## src/rtl/wt_mem_arbiter.sv

```systemverilog
// Shares the memory request channel between the I$ and D$ of the write-through cache
// subsystem. It grants round-robin, tracks outstanding IDs, and routes returns to their owner.
module wt_mem_arbiter #(
  parameter int unsigned IdWidth   = 4,
  parameter int unsigned ReqWidth  = 128,
  parameter int unsigned RtrnWidth = 256,
  parameter int unsigned MaxOut    = 8
) (
  input  logic                 clk_i,
  input  logic                 rst_ni,
  input  logic                 ic_req_i,
  output logic                 ic_ack_o,
  input  logic [IdWidth-1:0]   ic_tid_i,
  input  logic [ReqWidth-1:0]  ic_data_i,
  input  logic                 dc_req_i,
  output logic                 dc_ack_o,
  input  logic [IdWidth-1:0]   dc_tid_i,
  input  logic [ReqWidth-1:0]  dc_data_i,
  output logic                 mem_valid_o,
  input  logic                 mem_ready_i,
  output logic [IdWidth-1:0]   mem_tid_o,
  output logic [ReqWidth-1:0]  mem_data_o,
  input  logic                 rtrn_valid_i,
  input  logic [IdWidth-1:0]   rtrn_tid_i,
  input  logic [RtrnWidth-1:0] rtrn_data_i,
  output logic                 ic_rtrn_vld_o,
  output logic                 dc_rtrn_vld_o,
  output logic [RtrnWidth-1:0] rtrn_data_o,
  output logic [IdWidth-1:0]   rtrn_tid_o,
  output logic                 err_o
);

  localparam int unsigned NumIds   = 2**IdWidth;
  localparam int unsigned CntWidth = $clog2(MaxOut + 1);

  typedef enum logic {
    FAV_IC = 1'b0,
    FAV_DC = 1'b1
  } rr_e;

  rr_e                 rr_q, rr_d;
  logic                mem_valid_q;
  logic [IdWidth-1:0]  mem_tid_q;
  logic [ReqWidth-1:0] mem_data_q;
  logic                err_q;
  logic [NumIds-1:0]   busy_q, busy_d;
  logic [NumIds-1:0]   owner_q;  // 1 = D$ owns the ID
  logic [CntWidth-1:0] ic_cnt_q, ic_cnt_d;
  logic [CntWidth-1:0] dc_cnt_q, dc_cnt_d;

  logic                out_free, ic_elig, dc_elig, ic_gnt, dc_gnt, any_gnt;
  logic [IdWidth-1:0]  gnt_tid;
  logic [ReqWidth-1:0] gnt_data;
  logic                rtrn_hit, ic_rtrn, dc_rtrn;

  always_comb begin
    out_free = !mem_valid_q || mem_ready_i;
    ic_elig  = ic_req_i && !busy_q[ic_tid_i] && (ic_cnt_q < CntWidth'(MaxOut));
    dc_elig  = dc_req_i && !busy_q[dc_tid_i] && (dc_cnt_q < CntWidth'(MaxOut));
    ic_gnt   = 1'b0;
    dc_gnt   = 1'b0;
    if (rst_ni && out_free) begin
      if (ic_elig && dc_elig) begin
        ic_gnt = (rr_q == FAV_IC);
        dc_gnt = (rr_q == FAV_DC);
      end else begin
        ic_gnt = ic_elig;
        dc_gnt = dc_elig;
      end
    end
    any_gnt  = ic_gnt || dc_gnt;
    gnt_tid  = dc_gnt ? dc_tid_i  : ic_tid_i;
    gnt_data = dc_gnt ? dc_data_i : ic_data_i;

    rr_d = rr_q;
    if (ic_gnt) begin
      rr_d = FAV_DC;
    end else if (dc_gnt) begin
      rr_d = FAV_IC;
    end
  end

  always_comb begin
    rtrn_hit = rtrn_valid_i && busy_q[rtrn_tid_i];
    ic_rtrn  = rtrn_hit && !owner_q[rtrn_tid_i];
    dc_rtrn  = rtrn_hit &&  owner_q[rtrn_tid_i];

    // A returning ID is busy and a granted ID is not, so the two updates never collide.
    busy_d = busy_q;
    if (rtrn_hit) busy_d[rtrn_tid_i] = 1'b0;
    if (any_gnt)  busy_d[gnt_tid]    = 1'b1;

    ic_cnt_d = ic_cnt_q;
    case ({ic_gnt, ic_rtrn})
      2'b10:   ic_cnt_d = ic_cnt_q + CntWidth'(1);
      2'b01:   ic_cnt_d = ic_cnt_q - CntWidth'(1);
      default: ic_cnt_d = ic_cnt_q;
    endcase
    dc_cnt_d = dc_cnt_q;
    case ({dc_gnt, dc_rtrn})
      2'b10:   dc_cnt_d = dc_cnt_q + CntWidth'(1);
      2'b01:   dc_cnt_d = dc_cnt_q - CntWidth'(1);
      default: dc_cnt_d = dc_cnt_q;
    endcase
  end

  always_ff @(posedge clk_i) begin
    if (!rst_ni) begin
      rr_q        <= FAV_IC;
      mem_valid_q <= 1'b0;
      mem_tid_q   <= '0;
      mem_data_q  <= '0;
      err_q       <= 1'b0;
      busy_q      <= '0;
      owner_q     <= '0;
      ic_cnt_q    <= '0;
      dc_cnt_q    <= '0;
    end else begin
      rr_q     <= rr_d;
      busy_q   <= busy_d;
      ic_cnt_q <= ic_cnt_d;
      dc_cnt_q <= dc_cnt_d;
      if (any_gnt) begin
        mem_valid_q      <= 1'b1;
        mem_tid_q        <= gnt_tid;
        mem_data_q       <= gnt_data;
        owner_q[gnt_tid] <= dc_gnt;
      end else if (mem_ready_i) begin
        mem_valid_q <= 1'b0;
      end
      if (rtrn_valid_i && !busy_q[rtrn_tid_i]) begin
        err_q <= 1'b1;
      end
    end
  end

  assign ic_ack_o      = ic_gnt;
  assign dc_ack_o      = dc_gnt;
  assign mem_valid_o   = mem_valid_q;
  assign mem_tid_o     = mem_tid_q;
  assign mem_data_o    = mem_data_q;
  assign ic_rtrn_vld_o = ic_rtrn;
  assign dc_rtrn_vld_o = dc_rtrn;
  assign rtrn_data_o   = rtrn_data_i;
  assign rtrn_tid_o    = rtrn_tid_i;
  assign err_o         = err_q;

endmodule

```

## config.mk

```make
export PLATFORM = sky130hd
export DESIGN_NAME = wt_mem_arbiter
export DESIGN_NICKNAME = d
export VERILOG_FILES = /design/src/rtl/wt_mem_arbiter.sv
export SDC_FILE = /design/constraint.sdc
export NUM_CORES = 1
export LEC_CHECK = 0
export ABC_AREA = 1
export CAP_MARGIN = 40
export CELL_PAD_IN_SITES_DETAIL_PLACEMENT = 1
export CELL_PAD_IN_SITES_GLOBAL_PLACEMENT = 1
export CORE_AREA = 2 2 363 365
export CTS_BUF_LIST = sky130_fd_sc_hd__clkbuf_2
export CTS_CLUSTER_DIAMETER = 150
export DETAILED_ROUTE_END_ITERATION = 16
export DIE_AREA = 0 0 365 367
export GPL_ROUTABILITY_DRIVEN = 0
export PLACE_DENSITY = 0.47
export SLEW_MARGIN = 0
export SYNTH_ARGS = -nofsm -noshare
export SYNTH_HDL_FRONTEND = slang
export SYNTH_SLANG_ARGS = --single-unit
export TNS_END_PERCENT = 100
```

## constraint.sdc

```tcl
create_clock -name clk_i -period 4.6 [get_ports clk_i]
set_input_delay 0.92 -clock clk_i [delete_from_list [all_inputs] [get_ports clk_i]]
set_output_delay 0.92 -clock clk_i [all_outputs]
set_load 0.05 [all_outputs]
```

==> results by group, run 1 <==
Detailed routing
  • Routed WL per cell: about 19 µm
  • DRT Pass-1 Iters: 4
  • DR vias: 10300
  • DRT antenna net count: 0
  • DR iter-0 viols: 436
  • WL final: approximately 65000 µm
  • DRC: 0
  • Routed vias/inst: 3.01

Die
  • DIE WIDTH: 365 µm
  • Die area: 0.134 mm²
  • FP Rows: 133
  • Num ports: 928
  • Initial Util: 8.35%
  • Die height: 367 µm
  • Core Box Area: 0.130 mm²

Global routing
  • Initial antenna violation count: 5
  • First-pass GRT wire length: 87400 µm
  • GRT Residual Overflow: 0
  • Vias in the first global route: 10900
  • Largest net degree at the start of global routing: 95
  • GRT Overall Usage: a little under a tenth

Yosys
  • Area leader, netlist: dfxtp_1
  • Average cell area after synthesis: 7.02 µm²
  • Syn Inst Count: 1552
  • Ranking of synthesized cells by area: dfxtp_1 32%, buf_4 19%, nand2_1 13%, o211ai_1 9.2%, nand3_1 8.0%
  • Yosys Warn Count: 0
  • Yosys top cell area share: 32.2%
  • Yosys reg bits: approximately 180
  • Distinct cells, synth: 29
  • Sequential element share of the synthesized area: 32.2%
  • Mapped Area: between 0.01 and 0.015 mm²
  • Mapped Nets: 2088

Place
  • Buffers on Ports: a little over 400
  • Placed cells: around 3400
  • DP HPWL: around 52000 µm
  • Worst slack at placement: 353 ps

Setup path
  • Critical Path Fanout Max: 11
  • Stages on worst setup path: 9
  • Top delay family on crit path: buffers and inverters
  • Slowest-stage cell, CP: clkdlybuf4s50_1
  • CP max stage delay: approximately 600 ps
  • Buffers and inverters on the worst path: 3
  • Critical path cell sequence: clkdlybuf4s50_1, inv_1, nand2_1, nand3_1, nand3_1, nand3_1, nand4_1, nor2_1, buf_12
  • Crit end category: output port
  • Kind of critical path: input pin to output port
  • Crit path required time: 3680 ps
  • CP arrival: 3050 ps
  • CP most frequent cell: nand3_1
  • R2R depth: 17
  • Startpoint types: input pin

Timing
  • Slew at the pin closest to its max-slew limit: about 900 ps
  • Final Max Tran Viols: 0
  • Fin crit period: 3970 ps
  • Hold Slack: 422 ps
  • FMAX: 0.252 GHz
  • Endpoints failing setup: 0
  • Final WS setup: about 630 ps
  • Worst rel slew slack: 40.8%
  • Fin Clk Skew: a little over 50 ps
  • Period utilization: 86.3%
  • Fin. Hold Viols: 0
  • RSZ-0062 raised after global routing: no
  • Setup TNS: 0 ps

CTS
  • Post-CTS resize count: 0
  • Clock sinks: about 180
  • Root buffer cell: clkbuf_2
  • Inserted Clock Buffers: 17
  • Setup Fix Bufs, Post-CTS: 0
  • Clk Latency, worst-skew pair: approximately 1100 ps
  • Bufs on Longest Clock Path: 2
  • Clock transition at the registers of the reported paths: 320 ps
  • CTS tree: built
  • Hold_buf cts: 0
  • H-tree depth: 4

Cells and area
  • Layout Cells excl Fill: 3438
  • Final Util: between 10% and 20%
  • Multi-input gate area: 0.00431 mm²
  • Share of post-route cells with drive strength above 1: between 5 and 6%
  • Nets@finish: 2202
  • Fillers: 15800
  • Sequential cell area: 0.00350 mm²
  • Area Growth Syn to Fin: 41.3%

Min path
  • Min-Delay Path Class: input pin to flop
  • Hold Path Stages: 5

Pwr
  • Net switching power: 1.80 mW
  • Sequential Power Share: 40.4%
  • Logic pwr share: 37.5%
  • Int Power: 2.53 mW
  • Switching part of the total: a little over 40%
  • Leak pwr: 6.14 nW
  • Part of the power in the clock network: 22.1%
  • VDD IR-drop max: approximately 180 µV
  • Power per cell area: 281 mW/mm²

Outcome
  • Outcome: finished clean

Run
  • Max Cap Violations: 0
-- metal layers --
metal | GRT usage, % | wire length, µm | part of all wire, %
met2 | 15.9 | 30900 | 48
met1 | 8.88 | 22000 | 34
met3 | 6.62 | 9780 | 15
met4 | 3.39 | 1980 | 3.1
met5 | 0.399 | 82 | 0.13
-- registers in the layout, indices dropped and copies added (netlist names) --
name	flops
mem_data_o	128
busy_q	16
owner_q	16
dc_cnt_q	4
ic_cnt_q	4
mem_tid_o	4
err_o	1
mem_valid_o	1
rr_q	1
-- final timing paths --
path             startpoint               to  slack (ps)
max             ic_tid_i[0]         ic_ack_o         630
min          dc_data_i[112]  mem_data_o[112]         420
max reg2reg       busy_q[3]      ic_cnt_q[2]        1720
min reg2reg      busy_q[12]       busy_q[12]         500
-- per-stage QoR --
| stage | power [mW] | cell area [µm²] |
|---|---|---|
| floorplan | 3.28 | 10900 |
| global placement | 3.43 | 15200 |
| detailed placement | 3.43 | 15200 |
| CTS | 4.49 | 15400 |
| global route | 4.63 | 15400 |
| finish | 4.33 | 15400 |
-- power by group through the flow --
stage / Clock [mW] / Combinational (mW) / Sequential (mW)
after floorplan: 0 / 1.08 / 2.20
final: 0.954 / 1.62 / 1.75
after global placement: 0 / 1.66 / 1.77
after global routing: 1.11 / 1.75 / 1.77
after detailed placement: 0 / 1.66 / 1.78
after CTS: 1.07 / 1.66 / 1.75
-- cells in the final DEF (no fill, tap or decap), types with 7 or more instances in the layout --
cell and count:
clkdlybuf4s50_1 410, nand2_1 364, inv_1 183, dfxtp_1 175, nand3_1 174, o211ai_1 134
nor2_1 51, a21oi_1 35, o21ai_0 29, buf_4 20, clkbuf_2 19, buf_12 9
nand2_2 7
-- tightest hold or removal path: cells and delay by family --
| family | cells | cell delay, ps |
|---|---|---|
| buf+inv | 2 | 430 |
| simple gates | 2 | 120 |
| compound gates | 1 | 80 |
-- logic make-up after synthesis --
group	Yosys count	synth area share (%)
buffers and inverters	532	28.5
and+or+nand+nor	619	24.9
DFF	175	32.2
adders and majority gates	6	0.689
AOI/OAI and AO/OA	214	13.2
xor gates and xnor gates	6	0.482
-- area by class of cell --
class,instances,share of cell area [%]
diodes,6,0.0975
clock buffers,19,0.618
clock inverters,11,0.869
inverters,187,4.57
multi-input cells,845,28.0
flip-flops and latches,175,22.8
well taps,1755,14.3
repair buffers,440,28.9
-- Yosys cell counts --
cell,count
inv_2,4
nor2_8,1
nor2_4,5
nand3_4,1
buf_2,38
nand2_4,4
o211ai_1,134
nand2_1,364
nor2_1,51
nor2_2,2
nand3_1,174
clkbuf_1,26
nand3b_1,2
dfxtp_1,175
xor2_1,4
o22ai_1,5
o21ai_0,29
buf_4,278
a22oi_1,6
ha_1,6
nand2_2,8
inv_1,183
buf_6,3
o31ai_1,5
nand4_1,3
xnor2_1,2
a21oi_1,35
nand3_2,3
nand4_4,1
No activity file was read; power rests on OpenSTA's default activity.
==> inputs of run 2 (changes only) <==
- clock period: 4.6 -> 4.89 ns (I/O delays scaled with it)
==> results by group, run 2 (same netlist as run 1, synthesis figures left out) <==
Place
  • DP HPWL: 52900 µm (+1.0%)
  • Worst slack at placement: 496 ps (+143 ps)
  • Placed cells: 3401 (-0.029%)
  • Buffers on Ports: 415 (unchanged)

Pwr
  • Int Power: 2.32 mW (-8.4%)
  • Logic pwr share: 37.7% (+0.2 points)
  • Part of the power in the clock network: 22.1% (about the same)
  • Net switching power: 1.78 mW (-0.77%)
  • Leak pwr: 6.20 nW (+1.0%)
  • VDD IR-drop max: 174 µV (-1.1%)
  • Switching part of the total: 43.5% (+1.9 points)
  • Sequential Power Share: 40.2% (-0.2 points)
  • Power per cell area: 263 mW/mm² (-6.5%)

Timing
  • FMAX: 0.235 GHz
  • Setup TNS: 0 ps (unchanged)
  • Final Max Tran Viols: 0 (unchanged)
  • Fin crit period: 4260 ps
  • Worst rel slew slack: 34.9% (-5.9 points)
  • Endpoints failing setup: 0 (unchanged)
  • Hold Slack: 340 ps (-81.3 ps)
  • Fin. Hold Viols: 0 (unchanged)
  • Final WS setup: 629 ps (-1.83 ps)
  • Period utilization: 87.1%
  • RSZ-0062 raised after global routing: no
  • Fin Clk Skew: 131 ps (+79.7 ps)
  • Slew at the pin closest to its max-slew limit: 977 ps (+88.9 ps)

Global routing
  • GRT Overall Usage: 9.66% (+0.22 points)
  • Initial antenna violation count: 8 (+3)
  • Top Usage Layer GRT: met2
  • First-pass GRT wire length: 89400 µm (+2.3%)
  • Vias in the first global route: 11000 (+1.0%)
  • GR Layer Usage met1: 8.89% (about the same)
  • GRT Residual Overflow: 0 (unchanged)
  • Grt met3 use: 6.93% (+0.31 points)
  • Largest net degree at the start of global routing: 86 (-9.5%)
  • GR Layer Usage met2: 16.3% (+0.39 points)

Detailed routing
  • DRT Pass-1 Iters: 4 (unchanged)
  • DR vias: 10500 (+1.4%)
  • DRC: 0 (unchanged)
  • WL final: 65700 µm (+1.5%)
  • Routed vias/inst: 3.03 (+0.73%)
  • Routed WL per cell: 19.0 µm (+0.85%)
  • DR iter-0 viols: 403 (-7.6%)
  • DRT antenna net count: 0 (unchanged)

Setup path
  • R2R Setup Slk: 2060 ps (+340 ps)
  • Kind of critical path: input pin to output port
  • Reg-to-reg startpoint: busy_q[9]
  • Critical Path Fanout Max: 7 (-4)
  • CP startpoint: rtrn_tid_i[0]
  • CP most frequent cell: nor2_1
  • Slowest-stage cell, CP: clkdlybuf4s50_1
  • Startpoint types: input pin
  • Critical R2R Capture: mem_data_o[23]
  • CP arrival: 3280 ps (+230 ps)
  • CP max stage delay: 530 ps (-70 ps)
  • Crit path required time: 3910 ps (+230 ps)
  • R2R depth: 16 (-1)
  • Critical path cell sequence: clkdlybuf4s50_1, nor2_1, inv_1, o22ai_1, o21ai_0, nand4_1, nand2_1, nor2_1, buf_12
  • Crit end category: output port

CTS
  • Root buffer cell: clkbuf_2
  • CTS tree: built
  • H-tree depth: 4 (unchanged)
  • Clock transition at the registers of the reported paths: 380 ps (+60 ps)
  • Clock sinks: 175 (unchanged)
  • Inserted Clock Buffers: 17 (unchanged)
  • Bufs on Longest Clock Path: 2 (unchanged)
  • Clk Latency, worst-skew pair: 1270 ps (+170 ps)

Cells and area
  • Final Util: 12.0% (+0.16 points)
  • Largest register FFs: 128 (unchanged)
  • Commonest non-fill, non-tap cell in the layout: clkdlybuf4s50_1
  • Share of post-route cells with drive strength above 1: 5.31% (+0.065 points)
  • Area Growth Syn to Fin: 43.3%
  • Layout Cells excl Fill: 3460 (+0.64%)
  • Nets@finish: 2217 (+0.68%)
  • Most frequent cells in the layout: 410 x clkdlybuf4s50_1, 364 x nand2_1, 183 x inv_1

Die
  • Num ports: 928 (unchanged)
  • DIE WIDTH: 365 µm (unchanged)
  • Initial Util: 8.35% (unchanged)
  • Die height: 367 µm (unchanged)
  • FP Rows: 133 (unchanged)
  • Die area: 0.134 mm² (unchanged)
  • Core Box Area: 0.130 mm² (unchanged)

Min path
  • Min-Delay Path Class: input pin to flop
  • Hold path start: dc_data_i[123]
  • Hold Path Stages: 5 (unchanged)
  • Worst Hold Endpoint: mem_data_o[123]

Run
  • Max Cap Violations: 0 (unchanged)

Outcome
  • Outcome: finished clean
-- run 2: cell count changes in the layout (fill, tap and decap cells not counted), sizes merged --
cell,delta
dlygate4sd3,+15
clkinv,+5
diode,+5
bufinv,-2
clkbuf,-2
inv,+1
-- run 2: power groups by stage --
stage          Combinational (mW)  Clock [mW]  Sequential (mW)
2_1_floorplan                1.01           0             2.07
3_3_place_gp                 1.56           0             1.67
3_5_place_dp                 1.56           0             1.67
4_1_cts                      1.58        1.04             1.65
5_1_grt                      1.66        1.06             1.67
6_report                     1.54       0.908             1.65
-- run 2: layout make-up --
class,count,area [µm²]
fill,15800,115000
tap,1755,2200
sequential,175,3500
multi-input combinational,845,4310
timing repair buffer,455,4640
clock buffer,17,85.1
clock inverter,15,155
inverter,187,704
antenna,11,27.5
-- run 2: timing repair --
item / 4_1_cts / 5_1_grt
hold buffers: 15 / 0
buffers inserted: 0 / 0
gates resized for setup: 0 / 0
hold endpoints to repair: 17 / 0
-- run 2: routing by layer --
layer / vias to the layer above / wire (µm)
li1: 5000 / -
met1: 4762 / 21200
met2: 607 / 31700
met3: 116 / 10600
met4: 2 / 2070
met5: - / 76
-- run 2: how the worst max path moves through the flow --
| stage | endpoint | slack [ps] | depth (start not counted) |
|---|---|---|---|
| 3_3_place_gp | ic_cnt_q[2] | 570 | 18 |
| 5_1_grt | ic_rtrn_vld_o | 350 | 9 |
| 6_report | ic_rtrn_vld_o | 630 | 9 |
| 3_5_place_dp | ic_cnt_q[2] | 500 | 17 |
| 2_1_floorplan | ic_cnt_q[2] | 900 | 19 |
| 4_1_cts | ic_rtrn_vld_o | 540 | 9 |
-- run 2: critical path: cells and delay by family --
kind	cells	cell delay (ps)
and+or+nand+nor	4	1080
AOI/OAI and AO/OA	2	260
buffers and inverters	3	950
-- run 2: stage by stage --
stage | power (mW) | cell area, µm²
final | 4.10 | 15600
after global placement | 3.23 | 15200
after detailed placement | 3.23 | 15200
after CTS | 4.27 | 15600
after global routing | 4.39 | 15600
after floorplan | 3.09 | 10900
==> inputs of run 3 (changes only) <==
- CTS_CLUSTER_DIAMETER: 150 -> 50
==> results of run 3 <==
The final DEF is identical to that of run 2; final timing and power are the same.
